**config.mk**
```make
export PLATFORM = sky130hd
export DESIGN_NAME = ul_cpu_bus_arb
export DESIGN_NICKNAME = d
export VERILOG_FILES = /design/src/rtl/ul_cpu_arb_pkg.sv /design/src/rtl/ul_rr_arb2.sv /design/src/rtl/ul_cpu_bus_arb.sv
export SDC_FILE = /design/constraint.sdc
export NUM_CORES = 1
export LEC_CHECK = 0
export BUFFER_PORTS_ARGS = -buffer_cell sky130_fd_sc_hd__buf_2
export CAP_MARGIN = 10
export CORE_MARGIN = 8
export CORE_UTILIZATION = 34
export CTS_CLUSTER_SIZE = 8
export DETAILED_ROUTE_END_ITERATION = 10
export GPL_TIMING_DRIVEN = 0
export RECOVER_POWER = 50
export SYNTH_ARGS = -nofsm -noshare
export SYNTH_HDL_FRONTEND = slang
export SYNTH_SLANG_ARGS = --single-unit
```
**constraint.sdc**
```tcl
create_clock -name clk_200m -period 2.7 [get_ports clk_200m]
set_input_delay 0.81 -clock clk_200m [delete_from_list [all_inputs] [get_ports clk_200m]]
set_output_delay 0.81 -clock clk_200m [all_outputs]
set_load 0.02 [all_outputs]
```
**src/rtl/ul_cpu_arb_pkg.sv**
```systemverilog
// Shared definitions for the two-requester CPU register bus arbiter:
// FSM state encoding, latency counter width and requester count.
package ul_cpu_arb_pkg;

   localparam int unsigned CNT_W = 4;
   localparam int unsigned N_REQ = 2;

   typedef enum logic [1:0] {
      ST_IDLE  = 2'd0,
      ST_ISSUE = 2'd1,
      ST_WAIT  = 2'd2,
      ST_ACK   = 2'd3
   } arb_state_t;

   // Counter preload: WAIT runs until the counter reaches zero, so load RD_LAT-1.
   function automatic logic [CNT_W-1:0] rd_lat_load(input int unsigned rd_lat);
      return CNT_W'(rd_lat - 32'd1);
   endfunction

endpackage

```
**src/rtl/ul_rr_arb2.sv**
```systemverilog
// Two-way round-robin grant.
// Ports:
//   i_req      - request vector, bit 0 = m0, bit 1 = m1
//   i_last_gnt - requester granted last (1 = m1), decides contention
//   o_gnt_c    - one-hot grant (combinational), zero when nobody requests
module ul_rr_arb2
   import ul_cpu_arb_pkg::*;
(
   input  logic [N_REQ-1:0] i_req,
   input  logic             i_last_gnt,
   output logic [N_REQ-1:0] o_gnt_c
);

   // Single requester wins outright; on contention the one not granted last wins.
   always_comb begin
      o_gnt_c = '0;
      case (i_req)
         2'b01:   o_gnt_c = 2'b01;
         2'b10:   o_gnt_c = 2'b10;
         2'b11:   o_gnt_c = i_last_gnt ? 2'b01 : 2'b10;
         default: o_gnt_c = 2'b00;
      endcase
   end

endmodule

```
**src/rtl/ul_cpu_bus_arb.sv**
```systemverilog
// Arbitrates two level-handshake requesters onto one CPU register bus,
// one transaction in flight at a time.
// Ports:
//   clk_200m, rst_200m            - clock, synchronous active-high reset
//   mX_req/wr/addr/wdata          - requester X transaction (held until mX_ack)
//   mX_ack, mX_rdata              - one-cycle completion pulse, captured read data
//   cpu_wr, cpu_rd                - one-cycle register strobes
//   cpu_addr, cpu_data_in         - registered address / write data
//   cpu_data_out                  - read data, valid RD_LAT cycles after cpu_rd
//   busy                          - high whenever the FSM is outside IDLE
module ul_cpu_bus_arb
   import ul_cpu_arb_pkg::*;
#(
   parameter int unsigned ADDR_WIDTH = 32,
   parameter int unsigned DATA_WIDTH = 32,
   parameter int unsigned RD_LAT     = 2
)(
   input  logic                  clk_200m,
   input  logic                  rst_200m,
   input  logic                  m0_req,
   input  logic                  m0_wr,
   input  logic [ADDR_WIDTH-1:0] m0_addr,
   input  logic [DATA_WIDTH-1:0] m0_wdata,
   output logic                  m0_ack,
   output logic [DATA_WIDTH-1:0] m0_rdata,
   input  logic                  m1_req,
   input  logic                  m1_wr,
   input  logic [ADDR_WIDTH-1:0] m1_addr,
   input  logic [DATA_WIDTH-1:0] m1_wdata,
   output logic                  m1_ack,
   output logic [DATA_WIDTH-1:0] m1_rdata,
   output logic                  cpu_wr,
   output logic                  cpu_rd,
   output logic [ADDR_WIDTH-1:0] cpu_addr,
   output logic [DATA_WIDTH-1:0] cpu_data_in,
   input  logic [DATA_WIDTH-1:0] cpu_data_out,
   output logic                  busy
);

   arb_state_t            r_state;
   arb_state_t            w_state_nxt;
   logic [N_REQ-1:0]      w_req;
   logic [N_REQ-1:0]      w_gnt;
   logic                  w_start;
   logic                  w_capture;
   logic                  w_sel_wr;
   logic [ADDR_WIDTH-1:0] w_sel_addr;
   logic [DATA_WIDTH-1:0] w_sel_wdata;

   logic                  r_last_gnt;   // 1 = m1 granted last
   logic                  r_owner;      // 1 = m1 owns the transaction
   logic                  r_wr;
   logic [CNT_W-1:0]      r_cnt;
   logic                  r_cpu_wr;
   logic                  r_cpu_rd;
   logic [ADDR_WIDTH-1:0] r_cpu_addr;
   logic [DATA_WIDTH-1:0] r_cpu_data_in;
   logic                  r_m0_ack;
   logic                  r_m1_ack;
   logic [DATA_WIDTH-1:0] r_m0_rdata;
   logic [DATA_WIDTH-1:0] r_m1_rdata;
   logic                  r_busy;

   assign w_req = {m1_req, m0_req};

   ul_rr_arb2 u_rr_arb2 (
      .i_req      (w_req),
      .i_last_gnt (r_last_gnt),
      .o_gnt_c    (w_gnt)
   );

   // Winner payload mux; grant is one-hot so an AND-OR select suffices.
   assign w_sel_wr    = (w_gnt[0] & m0_wr) | (w_gnt[1] & m1_wr);
   assign w_sel_addr  = ({ADDR_WIDTH{w_gnt[0]}} & m0_addr)  | ({ADDR_WIDTH{w_gnt[1]}} & m1_addr);
   assign w_sel_wdata = ({DATA_WIDTH{w_gnt[0]}} & m0_wdata) | ({DATA_WIDTH{w_gnt[1]}} & m1_wdata);

   // State register.
   always_ff @(posedge clk_200m) begin
      if (rst_200m) r_state <= ST_IDLE;
      else          r_state <= w_state_nxt;
   end

   // Next-state and control decode.
   always_comb begin
      w_state_nxt = r_state;
      w_start     = 1'b0;
      w_capture   = 1'b0;
      case (r_state)
         ST_IDLE: begin
            if (|w_req) begin
               w_start     = 1'b1;
               w_state_nxt = ST_ISSUE;
            end
         end
         ST_ISSUE: w_state_nxt = r_wr ? ST_ACK : ST_WAIT;
         ST_WAIT: begin
            if (r_cnt == '0) begin
               w_capture   = 1'b1;
               w_state_nxt = ST_ACK;
            end
         end
         ST_ACK:  w_state_nxt = ST_IDLE;
         default: w_state_nxt = ST_IDLE;
      endcase
   end

   // Registered datapath and outputs; strobes/acks are decoded from the next state
   // so they line up with the ISSUE/ACK cycles.
   always_ff @(posedge clk_200m) begin
      if (rst_200m) begin
         r_last_gnt    <= 1'b1;
         r_owner       <= 1'b0;
         r_wr          <= 1'b0;
         r_cnt         <= '0;
         r_cpu_wr      <= 1'b0;
         r_cpu_rd      <= 1'b0;
         r_cpu_addr    <= '0;
         r_cpu_data_in <= '0;
         r_m0_ack      <= 1'b0;
         r_m1_ack      <= 1'b0;
         r_m0_rdata    <= '0;
         r_m1_rdata    <= '0;
         r_busy        <= 1'b0;
      end else begin
         r_cpu_wr <= w_start &  w_sel_wr;
         r_cpu_rd <= w_start & ~w_sel_wr;
         r_m0_ack <= (w_state_nxt == ST_ACK) && (r_state != ST_ACK) && !r_owner;
         r_m1_ack <= (w_state_nxt == ST_ACK) && (r_state != ST_ACK) &&  r_owner;
         r_busy   <= (w_state_nxt != ST_IDLE);

         if (w_start) begin
            r_owner       <= w_gnt[1];
            r_last_gnt    <= w_gnt[1];
            r_wr          <= w_sel_wr;
            r_cpu_addr    <= w_sel_addr;
            r_cpu_data_in <= w_sel_wdata;
         end

         if ((r_state == ST_ISSUE) && !r_wr)
            r_cnt <= rd_lat_load(RD_LAT);
         else if ((r_state == ST_WAIT) && (r_cnt != '0))
            r_cnt <= r_cnt - CNT_W'(1);

         if (w_capture) begin
            if (r_owner) r_m1_rdata <= cpu_data_out;
            else         r_m0_rdata <= cpu_data_out;
         end
      end
   end

   assign cpu_wr      = r_cpu_wr;
   assign cpu_rd      = r_cpu_rd;
   assign cpu_addr    = r_cpu_addr;
   assign cpu_data_in = r_cpu_data_in;
   assign m0_ack      = r_m0_ack;
   assign m1_ack      = r_m1_ack;
   assign m0_rdata    = r_m0_rdata;
   assign m1_rdata    = r_m1_rdata;
   assign busy        = r_busy;

endmodule

```
[After elaboration in Yosys (flattened, before gate mapping)]
Cells that the tools add are included.
Word-level totals
  word-level logic and storage cells: 65
  register bits: 142
  output and inout bits: 133
  input bits: 166
Cells by class
  eq/ne operators: 8
  add/subtract/negate cells: 1
  reduce and logical (&&, ||, !) cells: 16
  bitwise operators: 13
  multiplexer cells: 12
Operators with widths (count)
  AND 32 bit: 4
  bitwise OR 32 bit: 2
  == test 2 bit, second input constant: 5
  one-hot mux 2 bit (4 select lines): 1
  two-way mux 1 bit: 7
  two-way mux 2 bit: 3
  one-hot mux 2 bit (3 select lines): 1
  logical AND 1 bit: 5
  AND 1 bit: 4
  == test 2 x 1 -> 1 bit, second input constant: 2
  zero test 4 bit: 1
  AND reduction 2 bit: 2
  nonzero test 2 bit: 2
  nonzero test 4 bit: 1
  OR reduction 2 bit: 2
  subtractor 4 x 1 -> 4 bit, second input constant: 1
  zero test 1 bit: 2
  zero test 2 bit: 1
  inequality test 2 bit, second input constant: 1
  NOT 1 bit: 2
  bitwise OR 1 bit: 1

[Longest topological paths before layout]
Gate-level depths: netlist (run 1).
  depth after elaboration: 6
  depth in mapped cells: 7
  gate-level depth less buffers: 5

[By module]
Synthesis (run 1) repeated with hierarchy kept, for this count alone.
Unflattened totals
  cell total of the unflattened synthesis: 604
  area, all modules: 5868.1 um^2
Modules (own cells, without submodules)
  ul_cpu_bus_arb: area an instance 5849.4 um^2, sequential area each 2842.7 um^2, instances 1, cells an instance 601
  ul_rr_arb2: area an instance 18.8 um^2, sequential area each 0.0 um^2, instances 1, cells an instance 3

[Worst setup path before layout (run 1)]
Ideal clock, no wire load.
  path kind: input-to-reg
  start: input port m0_req
  end: register r_cpu_data_in[3], in the netlist cpu_data_in[3]
  setup slack: 0.762 ns
  arrival time: 1.817 ns
  setup time: 0.122 ns
  required time: 2.578 ns
  path buffers: 4
  cell stages on the path: 7
  cells stage by stage: buf_2 > a21bo_1 > buf_2 > nor3b_4 > buf_6 > buf_6 > a221o_1
Between the ends
  longest elaborated chain between the ends: 4
  elaborated cells between the ends (all ways): 10
  classes of those cells: 3 x eq/ne; 3 x mux; 3 x bitwise; 1 x reduce/logical
Ends and longest elaborated chain
  start: declaration: line ul_cpu_bus_arb.sv:20  | input logic m0_req,
  == test 2 bit / == test 2 x 1 -> 1 bit (equally long branches): line ul_rr_arb2.sv:17  | case (i_req)
  one-hot mux 2 bit (3 select lines): line ul_rr_arb2.sv:17
  AND 32 bit: line ul_cpu_bus_arb.sv:75  | assign w_sel_wdata = ({DATA_WIDTH{w_gnt[0]}} & m0_wdata) | ({DATA_WIDTH{w_gnt[1]}} & m1_wdata);
  bitwise OR 32 bit: line ul_cpu_bus_arb.sv:75
  end signal: assignment: line ul_cpu_bus_arb.sv:136  | r_cpu_data_in <= w_sel_wdata;
  end: declaration: line ul_cpu_bus_arb.sv:57  | logic [DATA_WIDTH-1:0] r_cpu_data_in;
Several ways; a longest one is shown, not always the timed one.
A chain may end at the register's enable or synchronous reset.

[Worst setup path after layout (run 1)]
  start: input port rst_200m
  end: register r_cpu_data_in[23], in the netlist cpu_data_in[23]
RTL lines
  start: declaration: line ul_cpu_bus_arb.sv:19  | input logic rst_200m,
No word-level cell between the ends.

==> results of run 1 <==
[worst max-delay path, stage by stage]
cell,delay (ps)
buf_2,240
clkbuf_1,540
clkbuf_1,430
clkbuf_1,440
a211oi_1,110
[area by class of cell]
type	count	share of cell area, %
Buffer	49	2.841
Clock buffer	19	5.560
Clock inverter	13	2.181
Inverter	7	0.3225
Multi-Input combinational cell	391	34.53
Sequential cell	142	34.89
Tap cell	225	3.456
Timing Repair Buffer	296	16.22
[registers in the layout (all words and copies together) (netlist names), 2 cells and up]
| name | count |
|---|---|
| cpu_addr | 32 |
| m0_rdata | 32 |
| m1_rdata | 32 |
| r_state | 2 |
| r_cnt | 4 |
| cpu_data_in | 32 |
[per-layer routing]
| layer | part of all wire (%) | global-route usage, % | vias to the layer above |
|---|---|---|---|
| met5 | 0.040 | 0 | - |
| met2 | 46 | 28.17 | 203 |
| met3 | 8.9 | 7.123 | 20 |
| met4 | 1.3 | 5.660 | 2 |
| li1 | - | - | 2728 |
| met1 | 44 | 21.12 | 2541 |
[Yosys cell counts]
cell type,instances,area (um^2)
nand2_1,32,120.1
nor3b_4,1,18.77
nor4_1,1,6.260
ha_1,6,75.07
nor4b_1,1,8.760
mux2i_1,64,640.6
nand4b_1,1,8.760
o21ai_2,1,8.760
nor3b_1,41,307.8
a211oi_1,26,195.2
a211o_1,1,8.760
and4bb_2,1,12.51
a2bb2oi_1,1,8.760
o21a_1,1,7.510
or3_1,3,18.77
a21oi_1,29,145.1
a221o_1,40,400.4
buf_4,3,22.52
a21boi_2,1,11.26
inv_1,7,26.28
o21ai_0,3,15.01
nor3_1,2,10.01
a21bo_1,1,10.01
or4b_1,1,10.01
nor2b_1,2,12.51
dfxtp_1,142,2843
buf_6,2,22.52
buf_2,18,90.09
clkbuf_1,26,97.59
a22oi_1,1,7.510
nand2b_1,99,619.3
a31oi_1,1,6.260
nor2_1,29,108.9
or4b_2,1,10.01
[logic make-up after synthesis]
logic type,Yosys count,synth area share (%)
buf+inv,56,4.379
mux,64,10.83
compound gates,106,13.94
simple gates,215,21.51
fa+ha+maj,6,1.269
flops,142,48.06
[power by group]
group	leakage (nW)	internal (mW)	switching, mW
sequential	1.16	2.61	0.272
combinational	2.04	1.02	1.84
clock	0.303	1.53	0.981
total	3.50	5.15	3.09
[per-stage QoR]
stage | hold slack [ps] | cells | utilization, % | worst slack, ps
2_1_floorplan | 460.3 | 589 | - | 761.7
3_3_place_gp | 453.6 | 1110 | 44.70 | 150.8
3_5_place_dp | 462.5 | 1110 | 44.70 | 133.7
4_1_cts | 473.6 | 1142 | 48.37 | 338.3
5_1_grt | 486.0 | 1142 | 47.43 | 216.2
6_report | 469.9 | 1142 | 47.43 | 399.6
[final timing paths]
kind         slack, ps         endpoint
min                470     m0_rdata[27]
max reg2reg        430   cpu_data_in[9]
max                400  cpu_data_in[23]
min reg2reg        470     m0_rdata[27]
==> flow_summary.yaml, run 1 <==
outcome:
  status: "finished, final reports clean"
power_and_ir_drop:
  p_leak_nw: 3.503
  finalPower_mw: 8.239
  ir_worst_vdd_v: 0.0004567
  power.density_mw_per_mm2: 1011
logic_synthesis:
  synthCells: 589
  syn_area_mm2: 0.005914
  ys_ff_latch: 142
  yosysWarnings: 0
  syn_nets: 761
  postSynthAreaPerCell_um2: 10.04
  synth.distinct_cells: 34
  synth-seq-area-share_pct: 48.06
clock_tree:
  cts_max_level: 4
  cts_tree: "built"
  post_cts_resized: 0
  cts_buffers: 17
  clk_latency_ps: 430
  cts_setup_buffers: 0
  clk_pin_slew_ps: 60
  clkSinkCount: 142
  clockRootBuffer: "clkbuf_16"
  clock_path_buffers: 2
  cts-hold-fix-buffers: 0
layout:
  layout-drive-gt1-share_pct: 24.75
  n_fill_cell: 1762
  final_cell_mix: "buf_2 (185), clkbuf_1 (155), dfxtp_1 (142)"
  layout.nets: 1076
  num_antenna_cells: 0
  multi_input_area_mm2: 0.002813
  area_growth_pct: 37.74
  final_common_cell: "buf_2"
  register_area_mm2: 0.002843
  final_cell_area_mm2: 0.008147
critical_path:
  reg2reg_from: "r_state[0]"
  worstSetupPathType: "in -> reg"
  critPathMaxFanout: 10
  start_kind: "input port"
  crit_arrival_ps: 2590
  cp.required_ps: 2990
  critPathLaunch: "rst_200m"
  crit_path_end_kind: "register"
  reg2regPathDepth: 7
placement:
  port_buffers: 296
  dp.final_hpwl_um: 15580
  placed_area_mm2: 0.007677
  place.gp.congestion: 0.8135
global_route:
  track_usage_pct: 17.60
  grt_pass1_vias: 5672
  grt-ovfl-total: 0
  antenna_found_initial: 1
  grt_max_degree: 17
  grt_pass1_wl_um: 30580
route:
  dr.pass1.iters: 4
  finalWirelength_um: 19860
  via_per_inst: 4.811
  ant_nets: 0
  drt_iter0_drc: 205
  vias: 5494
  drt-wirelength-per-cell_um: 17.39
  drc_errors: 0
sta:
  fmax_mhz: 434.7
  max-slew-margin-rel_pct: 56.67
  rsz0062_at_grt: "false"
  hold_viol: 0
  fin_setup_tns_ps: 0
  min_period_ps: 2300
  slew_violations: 0
  period_share_pct: 85.20
  setup_violations: 0
  worst_pin_slew_ps: 649.9
  skew_ps: 15.99
floorplanning:
  core_area_mm2: 0.01718
  initial_core_util_pct: 34.43
  die_width_um: 147.9
  die_area_mm2: 0.02187
  io_pins: 299
  die_height_um: 147.9
  rows: 48
job:
  maxCapViolations: 0
hold_path:
  whs_path_depth: 2
  worstHoldStart: "m0_rdata[27]"
  min_path_type: "reg -> reg"
(Power assumes the default switching activity.)
==> inputs of run 2 (changes only) <==
--- a/config.mk
+++ b/config.mk
@@ -7,6 +7,7 @@
 export LEC_CHECK = 0
 export BUFFER_PORTS_ARGS = -buffer_cell sky130_fd_sc_hd__buf_2
 export CAP_MARGIN = 10
+export CORE_ASPECT_RATIO = 0.7
 export CORE_MARGIN = 8
 export CORE_UTILIZATION = 34
 export CTS_CLUSTER_SIZE = 8
==> flow_summary.yaml, run 2 (synthesized netlist as in run 1, its figures left out) <==
power_and_ir_drop:
  p_int_mw: 4.945
  switchingPower_mw: 3.065
  p_clk_share_pct: 28.3
  netSwitchingFraction_pct: 38.27
  p_leak_nw: 3.477
  ir_worst_vdd_v: 0.0004515
  finalPower_mw: 8.010
  power.density_mw_per_mm2: 989.6
  p_comb_share_pct: 35.7
  seqPwrFrac_pct: 36.0
sta:
  rsz0062_at_grt: "false"
  fin_setup_tns_ps: 0
  skew_ps: 8.405
  setup_violations: 0
  hold_viol: 0
  worst_pin_slew_ps: 603.5
  slew_violations: 0
  period_share_pct: 86.47
  max-slew-margin-rel_pct: 59.46
  fmax_mhz: 428.3
  min_period_ps: 2335
  layout_setup_ws_ps: 365.2
route:
  finalWirelength_um: 20380
  drt-wirelength-per-cell_um: 17.72
  vias: 5464
  drt_iter0_drc: 266
  ant_nets: 0
  dr.pass1.iters: 4
  via_per_inst: 4.751
  drc_errors: 0
floorplanning:
  initial_core_util_pct: 34.55
  die_height_um: 126.4
  rows: 40
  die_area_mm2: 0.02194
  core_area_mm2: 0.01712
  io_pins: 299
  die_width_um: 173.6
layout:
  layout.nets: 1076
  area_growth_pct: 36.85
  layout-drive-gt1-share_pct: 24.54
  final_cell_mix: "buf_2 (184), clkbuf_1 (157), dfxtp_1 (142)"
  n_fill_cell: 1753
  final_common_cell: "buf_2"
clock_tree:
  cts_buffers: 17
  clock_path_buffers: 2
  clk_pin_slew_ps: 60
  clk_latency_ps: 420
  post_cts_resized: 0
  cts_setup_buffers: 0
  cts_max_level: 4
  clkSinkCount: 142
  cts-hold-fix-buffers: 0
  clockRootBuffer: "clkbuf_16"
  cts_tree: "built"
placement:
  place_ws_ps: 119.0
  dp.final_hpwl_um: 15780
  place.gp.congestion: 0.8073
  port_buffers: 296
global_route:
  grt-ovfl-total: 0
  grt_max_degree: 17
  grt_pass1_vias: 5617
  track_usage_pct: 17.93
  grt_pass1_wl_um: 31490
  antenna_found_initial: 2
critical_path:
  cp.required_ps: 3060
  critPathMaxFanout: 10
  crit_arrival_ps: 2690
  slowest_stage: "nor3_1"
  crit_path_end_kind: "register"
  critical_path.max_stage_delay_ps: 530
  cpMostUsedCell: "buf_2"
  worstSetupPathType: "reg -> reg"
  start_kind: "register"
  cp_cell_sequence: "inv_1, ha_1, nand2_1, nor3_1, buf_2, buf_2, a221o_1"
hold_path:
  min_path_type: "reg -> reg"
job:
  maxCapViolations: 0
outcome:
  status: "finished, final reports clean"
[run 2: layer usage]
| metal | vias to the layer above | wire, um | GRT usage, % |
|---|---|---|---|
| li1 | 2718 | - | - |
| met3 | 15 | 1864 | 8.210 |
| met1 | 2514 | 9565 | 22.89 |
| met2 | 215 | 8747 | 26.97 |
| met5 | - | 13 | 0 |
| met4 | 2 | 190 | 4.712 |
[run 2: worst paths after layout]
path	startpoint	end	slack, ps	cells past startpoint
max	r_state[0]	cpu_data_in[10]	370	7
min	m0_rdata[21]	m0_rdata[21]	470	2
min reg2reg	m0_rdata[21]	m0_rdata[21]	470	2
max reg2reg	r_state[0]	cpu_data_in[10]	370	7
[run 2: metrics by stage]
stage / util, % / cell area [um^2] / instances / hold WS, ps
2_1_floorplan: - / 5914 / 589 / 460.3
3_3_place_gp: 44.90 / 7685 / 1116 / 457.2
3_5_place_dp: 44.90 / 7685 / 1116 / 462.3
4_1_cts: 48.21 / 8252 / 1148 / 472.6
5_1_grt: 47.27 / 8092 / 1149 / 487.4
6_report: 47.29 / 8094 / 1150 / 469.1
[run 2: layout make-up]
type                    count  area, um^2  area share (%)
diodes                      2       5.005         0.06183
plain buffers              49       230.2           2.844
clock buffers              20       456.7           5.642
clock inverters            12       110.1           1.360
inverters                   7       26.28          0.3246
multi-input cells         391        2813           34.75
flip-flops and latches    142        2843           35.12
well taps                 231       289.0           3.571
repair buffers            296        1321           16.32
[run 2: power groups by stage]
stage	Clock (mW)	Combinational, mW	Sequential, mW
3_5_place_dp	0	3.02	2.89
5_1_grt	2.42	3.15	2.94
3_3_place_gp	0	3.03	2.90
6_report	2.27	2.86	2.88
4_1_cts	2.33	3.02	2.86
2_1_floorplan	0	1.41	3.45
[run 2: critical path: cells and delay by family (launching register included)]
| kind | cells | cell delay, ps |
|---|---|---|
| buf+inv | 3 | 720 |
| simple gates | 2 | 680 |
| flops | 1 | 350 |
| fa+ha+maj | 1 | 330 |
| compound gates | 1 | 190 |
